$ cat src/rtl/wtch_uart_report.sv
// Snapshots the watch time on request and streams "HH:MM:SS.CC" (+ optional CR LF)
// to a byte-wide UART transmitter over a start/busy/done handshake.
module wtch_uart_report #(
  parameter bit         ADD_CRLF = 1'b1,
  parameter logic [7:0] SEP_HMS  = 8'h3A,
  parameter logic [7:0] SEP_CS   = 8'h2E
) (
  input  logic       clk,
  input  logic       rst,
  input  logic       req,
  input  logic [6:0] msec,
  input  logic [5:0] sec,
  input  logic [5:0] min,
  input  logic [4:0] hour,
  input  logic       tx_busy,
  input  logic       tx_done,
  output logic       tx_start,
  output logic [7:0] tx_data,
  output logic       busy,
  output logic       done
);

  localparam logic [3:0] LAST_IDX = ADD_CRLF ? 4'd12 : 4'd10;

  typedef enum logic [1:0] {IDLE, SEND, WAIT} state_t;

  state_t     state, state_nxt;
  logic [3:0] idx, idx_nxt;
  logic       tx_start_nxt, busy_nxt, done_nxt, snap_load;
  logic [7:0] tx_data_nxt, byte_cur;
  logic [6:0] snap_msec;
  logic [5:0] snap_sec, snap_min;
  logic [4:0] snap_hour;
  logic [15:0] asc_h, asc_m, asc_s, asc_c;

  // Two ASCII digits {tens, ones} of v; anything above 99 saturates to "99".
  // Tens are peeled off by repeated compare/subtract so no divider is needed.
  function automatic logic [15:0] to_ascii2(input logic [6:0] v);
    logic [6:0] r;
    logic [3:0] t;
    r = (v > 7'd99) ? 7'd99 : v;
    t = 4'd0;
    for (int i = 0; i < 9; i++) begin
      if (r >= 7'd10) begin
        r = r - 7'd10;
        t = t + 4'd1;
      end
    end
    return {8'h30 + {4'h0, t}, 8'h30 + {1'b0, r}};
  endfunction

  assign asc_h = to_ascii2({2'b00, snap_hour});
  assign asc_m = to_ascii2({1'b0, snap_min});
  assign asc_s = to_ascii2({1'b0, snap_sec});
  assign asc_c = to_ascii2(snap_msec);

  always_comb begin
    byte_cur = 8'h00;
    case (idx)
      4'd0:    byte_cur = asc_h[15:8];
      4'd1:    byte_cur = asc_h[7:0];
      4'd2:    byte_cur = SEP_HMS;
      4'd3:    byte_cur = asc_m[15:8];
      4'd4:    byte_cur = asc_m[7:0];
      4'd5:    byte_cur = SEP_HMS;
      4'd6:    byte_cur = asc_s[15:8];
      4'd7:    byte_cur = asc_s[7:0];
      4'd8:    byte_cur = SEP_CS;
      4'd9:    byte_cur = asc_c[15:8];
      4'd10:   byte_cur = asc_c[7:0];
      4'd11:   byte_cur = 8'h0D;
      4'd12:   byte_cur = 8'h0A;
      default: byte_cur = 8'h00;
    endcase
  end

  always_comb begin
    state_nxt    = state;
    idx_nxt      = idx;
    tx_start_nxt = 1'b0;
    tx_data_nxt  = tx_data;
    busy_nxt     = busy;
    done_nxt     = 1'b0;
    snap_load    = 1'b0;
    case (state)
      IDLE: begin
        busy_nxt = 1'b0;
        // A request coinciding with the completion pulse is dropped, not queued.
        if (req && !done) begin
          snap_load = 1'b1;
          idx_nxt   = 4'd0;
          busy_nxt  = 1'b1;
          state_nxt = SEND;
        end
      end
      SEND: begin
        if (!tx_busy) begin
          tx_start_nxt = 1'b1;
          tx_data_nxt  = byte_cur;
          state_nxt    = WAIT;
        end
      end
      WAIT: begin
        if (tx_done) begin
          if (idx == LAST_IDX) begin
            done_nxt  = 1'b1;
            busy_nxt  = 1'b0;
            state_nxt = IDLE;
          end else begin
            idx_nxt   = idx + 4'd1;
            state_nxt = SEND;
          end
        end
      end
      default: state_nxt = IDLE;
    endcase
  end

  always_ff @(posedge clk or posedge rst) begin
    if (rst) begin
      state     <= IDLE;
      idx       <= 4'd0;
      tx_start  <= 1'b0;
      tx_data   <= 8'h00;
      busy      <= 1'b0;
      done      <= 1'b0;
      snap_msec <= 7'd0;
      snap_sec  <= 6'd0;
      snap_min  <= 6'd0;
      snap_hour <= 5'd0;
    end else begin
      state    <= state_nxt;
      idx      <= idx_nxt;
      tx_start <= tx_start_nxt;
      tx_data  <= tx_data_nxt;
      busy     <= busy_nxt;
      done     <= done_nxt;
      if (snap_load) begin
        snap_msec <= msec;
        snap_sec  <= sec;
        snap_min  <= min;
        snap_hour <= hour;
      end
    end
  end

endmodule

$ cat config.mk
export PLATFORM = sky130hd
export DESIGN_NAME = wtch_uart_report
export DESIGN_NICKNAME = d
export VERILOG_FILES = /design/src/rtl/wtch_uart_report.sv
export SDC_FILE = /design/constraint.sdc
export NUM_CORES = 1
export LEC_CHECK = 0
export ABC_AREA = 1
export CAP_MARGIN = 20
export CELL_PAD_IN_SITES_DETAIL_PLACEMENT = 2
export CELL_PAD_IN_SITES_GLOBAL_PLACEMENT = 2
export CORE_MARGIN = 4
export CORE_UTILIZATION = 35
export CTS_CLUSTER_DIAMETER = 50
export CTS_CLUSTER_SIZE = 14
export DETAILED_ROUTE_END_ITERATION = 10
export PLACE_DENSITY = 0.89
export SETUP_SLACK_MARGIN = 0.05
export SYNTH_ARGS = -nofsm -noshare
export SYNTH_HDL_FRONTEND = slang
export SYNTH_SLANG_ARGS = --single-unit
$ cat constraint.sdc
create_clock -name clk -period 13 [get_ports clk]
set_input_delay 2.6 -clock clk [delete_from_list [all_inputs] [get_ports clk]]
set_output_delay 2.6 -clock clk [all_outputs]
set_load 0.005 [all_outputs]
* Word level (Yosys, flattened, before mapping)
Cells that the tools add are included.
** Operators by class
- Add/sub/neg operators :: 77
- Magnitude comparators :: 39
- Eq/ne operators :: 19
- Mux-type cells :: 95
- Bitwise logic cells :: 1
- Reductions and logical operators :: 10
** Operators with widths (count)
- $mux 7 :: 39
- $ge 7x4->1 const B :: 35
- $sub 7x4->7 const B :: 35
- $mux 4 :: 35
- $add 4x1->4 const B :: 33
- $pmux 8 s12 :: 1
- $add 6x7->8 const A :: 4
- $add 6x4->7 const A :: 4
- $eq 4x4->1 const B :: 5
- $eq 4x3->1 const B :: 4
- $gt 6x7->1 const B :: 2
- $mux 1 :: 14
- $ne 2x2->1 const B :: 5
- $eq 4x2->1 const B :: 2
- $pmux 4 s2 :: 1
- $gt 7x7->1 const B :: 1
- $mux 2 :: 3
- $pmux 2 s3 :: 1
- $reduce_and 3->1 :: 2
- $sub 5x4->6 const B :: 1
- $ge 5x4->1 const B :: 1
- $eq 4x1->1 const B :: 1
- $logic_not 4->1 :: 1
- $reduce_and 4->1 :: 1
- other kinds (10) :: 10
** Storage, ports and cells
- Bits in registers :: 41
- Word-level logic and storage cells :: 251

* Longest topological paths before layout
- Word-level depth :: 22
- Mapped depth :: 89
- Gate-level depth less buffers :: 87

* Worst setup path before layout
OpenSTA, ideal clock, no wires.
- Path kind :: register -> register
- From :: register snap_sec[1]
- To :: register tx_data[5]
- Data arrival time :: 9.005 ns
- Slack :: 3.872 ns
- Stages on the path, launching flop included :: 77
- Path buffers :: 3
- Clock period less this slack :: 9.128 ns
- Cell sequence :: dfrtp_1 inv_1 ha_1 nor2_4 nor2_2 nand2_4 o21ai_2 ha_1 inv_1 nand2_1 nand3_2 nor2_4 inv_4 o21ai_1 inv_1 ha_1 inv_1 a21oi_1 [41 not listed] nand2_1 inv_1 ha_1 nand3b_1 nand2_1 nor2_4 nand2_4 inv_2 o21ai_1 nand3_1 nand3_1 inv_1 nand2_1 nand2_2 ha_1 nor2_1 o21ai_0 nand2_1
** Between the ends
- Cells in the longest elaborated chain, start to end :: 22
- Elaborated cells between the ends (all ways) :: 49
** Ends and longest elaborated chain
- from (decl) :: RTL line 32 : logic [5:0] snap_sec, snap_min;
- from (signal assigned) :: RTL line 128 : snap_sec <= 6'd0;
- from (signal assigned) :: RTL line 140 : snap_sec <= sec;
- $gt 6x7->1 :: RTL line 41 : r = (v > 7'd99) ? 7'd99 : v;
- $mux 7 (*) :: RTL line 41
- $sub 7x4->7 or $ge 7x4->1 (tied branches) :: RTL line 45, 44
- $mux 7 or $mux 1 (tied branches) :: RTL line 44 : if (r >= 7'd10) begin
- $sub 7x4->7, or another cell as far along :: RTL line 45 : r = r - 7'd10;
- $mux 7 or $mux 4 (tied branches) :: RTL line 44
- $sub 7x4->7, or another cell as far along :: RTL line 45
- $mux 7 or $mux 4 (tied branches) :: RTL line 44
- [6 not listed]
- $sub 7x4->7, or another cell as far along :: RTL line 45
- $mux 7 or $mux 4 (tied branches) :: RTL line 44
- $sub 7x4->7, or another cell as far along :: RTL line 45
- $mux 7 or $mux 4 (tied branches) :: RTL line 44
- $sub 7x4->7, or another cell as far along :: RTL line 45
- $mux 7 or $mux 4 (tied branches) :: RTL line 44
- $add 6x7->8 or $add 6x4->7 (tied branches) :: RTL line 49 : return {8'h30 + {4'h0, t}, 8'h30 + {1'b0, r}};
- $pmux 8 s12 (*) :: RTL line 59 : case (idx)
- to (signal assigned) :: RTL line 135 : tx_data <= tx_data_nxt;
- to (decl) :: RTL line 18 : output logic [7:0] tx_data,
Every way passes the cells marked *; elsewhere a longest branch is shown, timed or not.
A chain may end at the register's enable or synchronous reset.

* Worst setup path after layout
Same ends and word-level chain as after synthesis.

==> out/results.ini <==
[worst_setup_path]
path_buf_inv=11
cpMaxStageDelayCell=dfrtp_1
required_ns=13.20
reg2regPathDepth=73
crit-reg2reg-launch=snap_sec[1]$_DFFE_PP0P_
cp-endpoint=tx_data[5]$_DFFE_PP0P_
reg2reg_slack_ns=1.53
start_kind=flop
cp.depth=73
worst_path_dominant_cell_family=simple AND/OR/NAND/NOR gates
worstPathArrival_ns=11.67
startpoint=snap_sec[1]$_DFFE_PP0P_
crit_fanout=13
critical_path_class=flop to flop
r2r_end=tx_data[5]$_DFFE_PP0P_
crit_path_max_incr_delay_ns=0.40
cpMostUsedCell=nand2_1
cp-end-kind=flop

[floorplanning]
core_area_um2=33400
rows=67
fp.dieArea_um2=36800
die_h_um=192
io_pins=40
die_w_um=192
start_util_pct=35.4

[cts]
cts_buffers=5
htreeDepth=2
ctsResizeCount=0
path_clk_slew_ns=0.08
cts_tree=done
clock_sinks=41
root_buffer=clkbuf_16
post-cts-setup-buffer-count=0
insertion_delay_ns=0.32
cts_buffer_depth=2
hold_buffers=0

[cells_and_area]
diodes=0
syn2layout_area_growth_pct=8.49
nets=2153
final_layout_size_suffix_gt1_share_pct=16.1

[yosys]
synth_top_area_share_pct=20.5
syn-num-nets=2121
yosys.area.top_type=nand2_1
synth-edff-count=0
yosysUniqueCellTypes=56
ys.flop_type=dfrtp_1
syn_inst=1994
yosys_warnings=0
yosys-top-cells-count=nand2_1, inv_1, nand3_1
synth_area_per_cell_um2=5.94
synthTopCellsByArea=nand2_1, ha_1, inv_1, dfrtp_1, nand3_1
synthMostInstantiatedCell=nand2_1
synth-seq-cells=41
async_reset_ff_share_pct=100
syn_area_um2=11800
yosysSeqAreaShare_pct=8.67

[global_routing]
overflow=0
grt_max_degree=42
grt_pass1_vias=14439
grt_antenna_before_repair=0
grtUsageTotal_pct=22.8
grt_pass1_wl_um=70800

[detailed_routing]
num_vias=12708
dr.pass1.iters=4
ant_nets=0
wl_per_cell_um=16.8
wirelength_um=41700
drt_iter0_markers=474
viasPerCell=5.13
drc=0

[timing]
hold_violations=0
slew_headroom_pct=46.5
setup-tns-final_ns=0
fmax_mhz=87.2
finalCriticalPeriod_ns=11.47
finalClockSkew_ns=0.00699
worstMarginPinSlew_ns=0.801
finalCritPeriodShare_pct=88.2
fin_ws_ns=1.53
setup_viol=0
drv_slew=0
grt_setup_unrepaired=false

[place]
io_buffers=39
dp_hpwl_um=33700
place_congestion=0.822
dp_slack_ns=1.59

[flow_run]
max_cap_violations=0

[min_path]
hold_class=flop to flop
hold_depth=2

[run_status]
status=finished, final reports clean

==> kinds of logic after synthesis <==
group	Yosys count	share of synthesized area (%)
and+or+nand+nor	1243	54.0
buffers and inverters	377	12.8
AOI/OAI and AO/OA	168	8.50
adders and majority gates	98	10.4
xor gates and xnor gates	67	5.72
DFF	41	8.67
==> final cells by class <==
cell class                 instances  area [um2]
multi-input combinational       1576        9300
sequential                        41        1030
inverter                         360        1360
clock buffer                       6         139
timing repair buffer              42         425
tap                              448         561
fill                            4269       20600
clock inverter                     2        37.5
==> registers in the layout, indices dropped and copies added, names as in the netlist <==
signal / cells
tx_data: 8
snap_msec: 7
done: 1
busy: 1
snap_min: 6
idx: 4
state: 2
snap_hour: 5
snap_sec: 6
tx_start: 1
==> worst min-delay path by stage <==
stage / from / end / slack (ns)
floorplan: busy$_DFFE_PP0P_ / busy$_DFFE_PP0P_ / 0.47
global placement: busy$_DFFE_PP0P_ / busy$_DFFE_PP0P_ / 0.47
detailed placement: tx_data[0]$_DFFE_PP0P_ / tx_data[0]$_DFFE_PP0P_ / 0.50
CTS: tx_data[2]$_DFFE_PP0P_ / tx_data[2]$_DFFE_PP0P_ / 0.54
global route: tx_data[2]$_DFFE_PP0P_ / tx_data[2]$_DFFE_PP0P_ / 0.57
finish: busy$_DFFE_PP0P_ / busy$_DFFE_PP0P_ / 0.53
==> tightest hold or removal path, cell delays in order (launching register included) <==
cell	delay, ns
dfrtp_1	0.37
nand2_1	0.07
nand2_1	0.06
==> placed cells by master (no fill, tap or decap), types with 4 or more instances in the layout <==
| cell | synthesis | final |
|---|---|---|
| a21oi_1 | 32 | 32 |
| a21oi_2 | 4 | 4 |
| clkbuf_16 | 0 | 5 |
| clkdlybuf4s50_1 | 0 | 39 |
| dfrtp_1 | 41 | 41 |
| ha_1 | 98 | 98 |
| inv_1 | 301 | 300 |
| inv_2 | 54 | 55 |
| nand2_1 | 646 | 646 |
| nand2_2 | 84 | 84 |
| nand2_4 | 31 | 31 |
| nand3_1 | 173 | 173 |
| nand3_2 | 38 | 38 |
| nand3_4 | 11 | 11 |
| nand3b_1 | 23 | 23 |
| nand4_1 | 48 | 48 |
| nor2_1 | 107 | 107 |
| nor2_2 | 27 | 27 |
| nor2_4 | 23 | 23 |
| nor2_8 | 6 | 6 |
| nor3_1 | 9 | 9 |
| o211ai_1 | 4 | 4 |
| o21ai_0 | 69 | 69 |
| o21ai_1 | 26 | 26 |
| o21ai_2 | 9 | 9 |
| xnor2_1 | 16 | 16 |
| xor2_1 | 42 | 42 |
| xor2_2 | 7 | 7 |
==> layer usage <==
| metal | track usage (%) | part of all wire, % |
|---|---|---|
| met1 | 26.5 | 43 |
| met2 | 44.9 | 54 |
| met3 | 1.56 | 1.3 |
| met4 | 5.25 | 1.6 |
| met5 | 0 | 0 |
==> stage by stage <==
step	hold slack (ns)	area [um2]	utilization (%)	instances
after detailed placement	0.499	12600	37.8	2466
after global placement	0.470	12600	37.8	2466
final	0.529	12800	38.4	2475
after CTS	0.537	12800	38.3	2474
after floorplan	0.465	11800	-	1994
after global routing	0.567	12800	38.4	2475
Power is left out: the tool's default activity adds up to more than one toggle a clock period on the data nets, which glitch-free logic cannot reach.
==> variant 1 (same settings) <==
The parameter `SEP_HMS` goes from 8'h3A to 8'h1D.
--- a/src/rtl/wtch_uart_report.sv
+++ b/src/rtl/wtch_uart_report.sv
@@ -3,5 +3,5 @@
 module wtch_uart_report #(
   parameter bit         ADD_CRLF = 1'b1,
-  parameter logic [7:0] SEP_HMS  = 8'h3A,
+  parameter logic [7:0] SEP_HMS  = 8'h1D,
   parameter logic [7:0] SEP_CS   = 8'h2E
 ) (
Behaviour: not the same (a bounded check fails within 10 cycles, from zero or initial values and one cycle with rst high).
==> variant 1 against the unedited design <==
- sequential cell count is the same
- worst setup slack improved by 0.10 ns
- design area up 0.40%
- first-iteration DRC count fell by 21%
- worst hold slack improved by 0.046 ns
- wire length grew 1.3%
- area after synthesis grew 0.32%
Power is not shown: default switching activity piles up to over one toggle a cycle in this logic, so the estimate is an artifact.
==> variant 1: results (changes against the unedited design) <==
[setup_path]
cp_slowest_stage_delay_ns = 0.51  ; +0.11 ns
cp.arrival_ns = 11.63  ; -0.04 ns
r2r_cells = 85  ; +16%
cp-startpoint = snap_msec[3]
crit_family = simple AND/OR/NAND/NOR gates
r2r_slack_ns = 1.64  ; +0.10 ns
cp-endpoint = tx_data[5]
crit_path_max_fanout = 14  ; +1

[place]
hpwl_mm = 34.4  ; +2.1%
place_congestion = 0.831  ; +1.2%
placed_area_mm2 = 0.0127  ; +0.27%
numPortBuffers = 39  ; unchanged
dpl_worst_slack_ns = 1.76  ; +0.166 ns

[finish]
drive_above_1_share = 0.148  ; -0.0125
diodes = 0  ; unchanged
regArea_mm2 = 0.00103  ; unchanged
final_cells = 2504  ; +1.2%
nets = 2182  ; +1.3%
fillers = 4340  ; +1.7%

[worst_hold_path]
hold_path_class = register to register
min_from = tx_data[4]
min_to = tx_data[4]
min_delay_path_depth = 2  ; unchanged

[clock_tree]
clkTransAtPathRegs_ns = 0.08  ; about the same
clk_path_buf_depth = 2  ; unchanged
post_cts_resized = 0  ; unchanged
cts-root-buf = clkbuf_16
cts_setup_buffers = 0  ; unchanged
insertion_delay_ns = 0.33

[detailed_routing]
drt_iter0_drc = 375  ; -21%
via_per_inst = 5.20  ; +1.2%
routed_wl_mm = 42.2  ; +1.3%
drt-met1-wl_mm = 18.2  ; +0.93%
drt-pass1-iter-count = 4  ; unchanged
wl_met2_mm = 22.5  ; -0.13%
wl_met3_um = 865  ; +64%

[synth]
netlist-cell-type-count = 59  ; +5.4%
synth_common_cells = 675 x nand2_1, 302 x inv_1, 191 x nand3_1
ys_warn_count = 0  ; unchanged
synth_top_flop_cell = dfrtp_1
synthTopCellsByArea = nand2_1 21%, ha_1 10%, inv_1 9.5%
syn_inst = 2024  ; +1.5%
seq_area_frac_synth = 0.0864  ; -0.000274
async_flop_share = 1.00  ; unchanged

[global_route]
use_met2 = 0.444  ; -0.00511
grt_pass1_vias = 14600  ; +0.89%
grt_pass1_wl_mm = 70.8  ; about the same
grt_max_degree = 47  ; +12%
grt_use_met1 = 0.265  ; about the same
grt_util_met3 = 0.0225  ; +0.00691
grt_usage = 0.227  ; -0.000808

[status]
status = complete, no violations

[sta]
fin_skew_ns = 0.00951  ; +0.00252 ns
hold-worst-slack_ns = 0.575  ; +0.0462 ns
slew_headroom = 0.433  ; -0.0318
fin_crit_ns = 11.36  ; -0.104 ns
hold_viol = 0  ; unchanged

-- variant 1: cell types whose count changed in the layout (fill, tap and decap cells not counted), moves of 5 or more --
cell / delta
a21oi_1: -6
inv_2: -20
nand2_1: +29
nand2_2: +21
nand3_1: +18
nand3_2: -9
nand4_1: +9
nor2_1: +10
nor2_4: -7
nor3_1: -6
o21ai_2: -5
xnor2_1: -6
xor2_1: +6
-- variant 1: logic make-up (layout without fill, tap and decap cells) --
kind of cell               Yosys count  after routing  share of synthesized area
AOI/OAI and AO/OA                  150            150                     0.0752
DFF                                 41             41                     0.0864
adders and majority gates           98             98                      0.103
and+or+nand+nor                   1306           1306                      0.553
xor gates and xnor gates            66             66                     0.0585
buffers and inverters              363            395                      0.123
-- variant 1: area by class of cell --
cell class / count / area share
Multi-Input combinational cell: 1620 / 0.728
Inverter: 347 / 0.102
Sequential cell: 41 / 0.0796
Tap cell: 448 / 0.0435
Timing Repair Buffer: 40 / 0.0318
Clock buffer: 5 / 0.00970
Clock inverter: 3 / 0.00534
==> variant 2 (config.mk and constraints unchanged) <==
Without the edit above. Make the reset (`rst`) synchronous in one clocked block.
--- a/src/rtl/wtch_uart_report.sv
+++ b/src/rtl/wtch_uart_report.sv
@@ -117,5 +117,5 @@
   end
 
-  always_ff @(posedge clk or posedge rst) begin
+  always_ff @(posedge clk) begin
     if (rst) begin
       state     <= IDLE;
Formal check against the unedited RTL: differs if rst is asserted again (counterexample within 4 cycles, from zero or initial values and one cycle with rst high); with rst held inactive, the same outputs for 10 cycles.
==> variant 2 against the unedited design <==
- wire length up 13%
- maximum frequency down 3.5%
- design area up 1.7%
- sequential cell count unchanged
- final cell count rose by 5.0%
- area after synthesis grew 2.1%
- worst hold slack lost 0.053 ns
- core utilization increased by 0.26 points
- worst setup slack got worse by 0.42 ns
- via count rose by 7.9%
- count of clock-buffer cells in the layout unchanged
- synthesized cell count increased by 6.3%
- critical path type unchanged
- critical endpoint is now tx_data[5]
- highest routed layer unchanged
Power is not shown: default switching activity piles up to over one toggle a cycle in this logic, so the estimate is an artifact.
==> variant 2: results (changes against the unedited design) <==
[place]
dpl_worst_slack_ns = 1.57  ; -0.0194 ns
hpwl_mm = 38.0  ; +13%

[global_route]
grt_pass1_wl_mm = 79.1  ; +12%
grt_max_degree = 36  ; -14%
grt_pass1_vias = 15800  ; +9.1%
grt_usage = 0.245  ; +0.0169

[synth]
seq_area_frac_synth = 0.0679  ; -0.0187
synth_top_flop_cell = dfxtp_1
synth_common_cells = 699 x nand2_1, 308 x inv_1, 200 x nand3_1
synthTopCellsByArea = nand2_1 22%, ha_1 10%, inv_1 9.6%
async_flop_share = 0  ; -1.00
syn_nets = 2247  ; +5.9%

[finish]
nets = 2276  ; +5.7%
drive_above_1_share = 0.158  ; -0.00315
fillers = 4377  ; +2.5%

[setup_path]
r2r-end = tx_data[5]
cp_slowest_stage_delay_ns = 0.38  ; -0.02 ns
cp.arrival_ns = 12.11  ; +0.44 ns
r2r_cells = 83  ; +14%
r2r_slack_ns = 1.11  ; -0.42 ns
r2r-start = snap_sec[2]
cp_slowest_cell = dfxtp_1

[detailed_routing]
drt-pass1-iter-count = 5  ; +1
routed_wl_mm = 47.3  ; +13%
drt_iter0_drc = 427  ; -9.9%
num_vias = 13700  ; +7.9%

[status]
status = complete, no violations

[sta]
hold-worst-slack_ns = 0.475  ; -0.0533 ns
slew_headroom = 0.350  ; -0.115
fin_skew_ns = 0.0110  ; +0.00397 ns

[worst_hold_path]
min_from = tx_data[6]
min_to = tx_data[6]

==> variant 2: worst max-delay path by stage <==
| stage | startpoint | end | depth (start not counted) | slack [ns] |
|---|---|---|---|---|
| floorplan | snap_sec[1] | tx_data[5] | 82 | 4.23 |
| CTS | snap_sec[2] | tx_data[5] | 80 | 1.03 |
| finish | snap_sec[2] | tx_data[5] | 83 | 1.11 |
| global placement | snap_hour[0] | tx_data[5] | 70 | 2.73 |
| detailed placement | snap_sec[1] | tx_data[5] | 80 | 1.57 |
| global route | snap_sec[2] | tx_data[5] | 83 | 0.09 |
==> variant 2: cells by family after synthesis <==
group | synth area share
AOI/OAI and AO/OA | 0.0866
xor gates and xnor gates | 0.0422
adders and majority gates | 0.102
buffers and inverters | 0.132
DFF | 0.0679
and+or+nand+nor | 0.570
==> variant 2: final cells by class <==
cell class | instances | share of cell area
multi-input cells | 1685 | 0.741
repair buffers | 42 | 0.0316
well taps | 448 | 0.0429
flip-flops and latches | 41 | 0.0629
clock inverters | 2 | 0.00287
inverters | 374 | 0.108
clock buffers | 6 | 0.0106
==> variant 2: what timing repair did <==
| item | CTS | global route |
|---|---|---|
| buffers inserted | 0 | 2 |
| gates resized for setup | 0 | 1 |
| setup endpoints to repair | 0 | 3 |
==> variant 2: layer usage <==
metal,global-route usage,vias to the layer above,share of wire,wire length [um]
li1,-,6703,-,-
met1,0.279,6752,0.42,19700
met2,0.490,181,0.54,25600
met3,0.0184,78,0.023,1080
met4,0.0564,0,0.021,971
met5,0,-,0,0
==> variant 2: worst min-delay path: stages (launching register included) <==
cell	delay, ns
dfxtp_1	0.32
nand2_1	0.06
a21oi_1	0.05
==> variant 2: through the flow <==
step,cells,instance area (um2)
floorplan,2120,12100
global placement,2588,12900
detailed placement,2588,12900
CTS,2596,13000
global route,2598,13100
finish,2598,13100
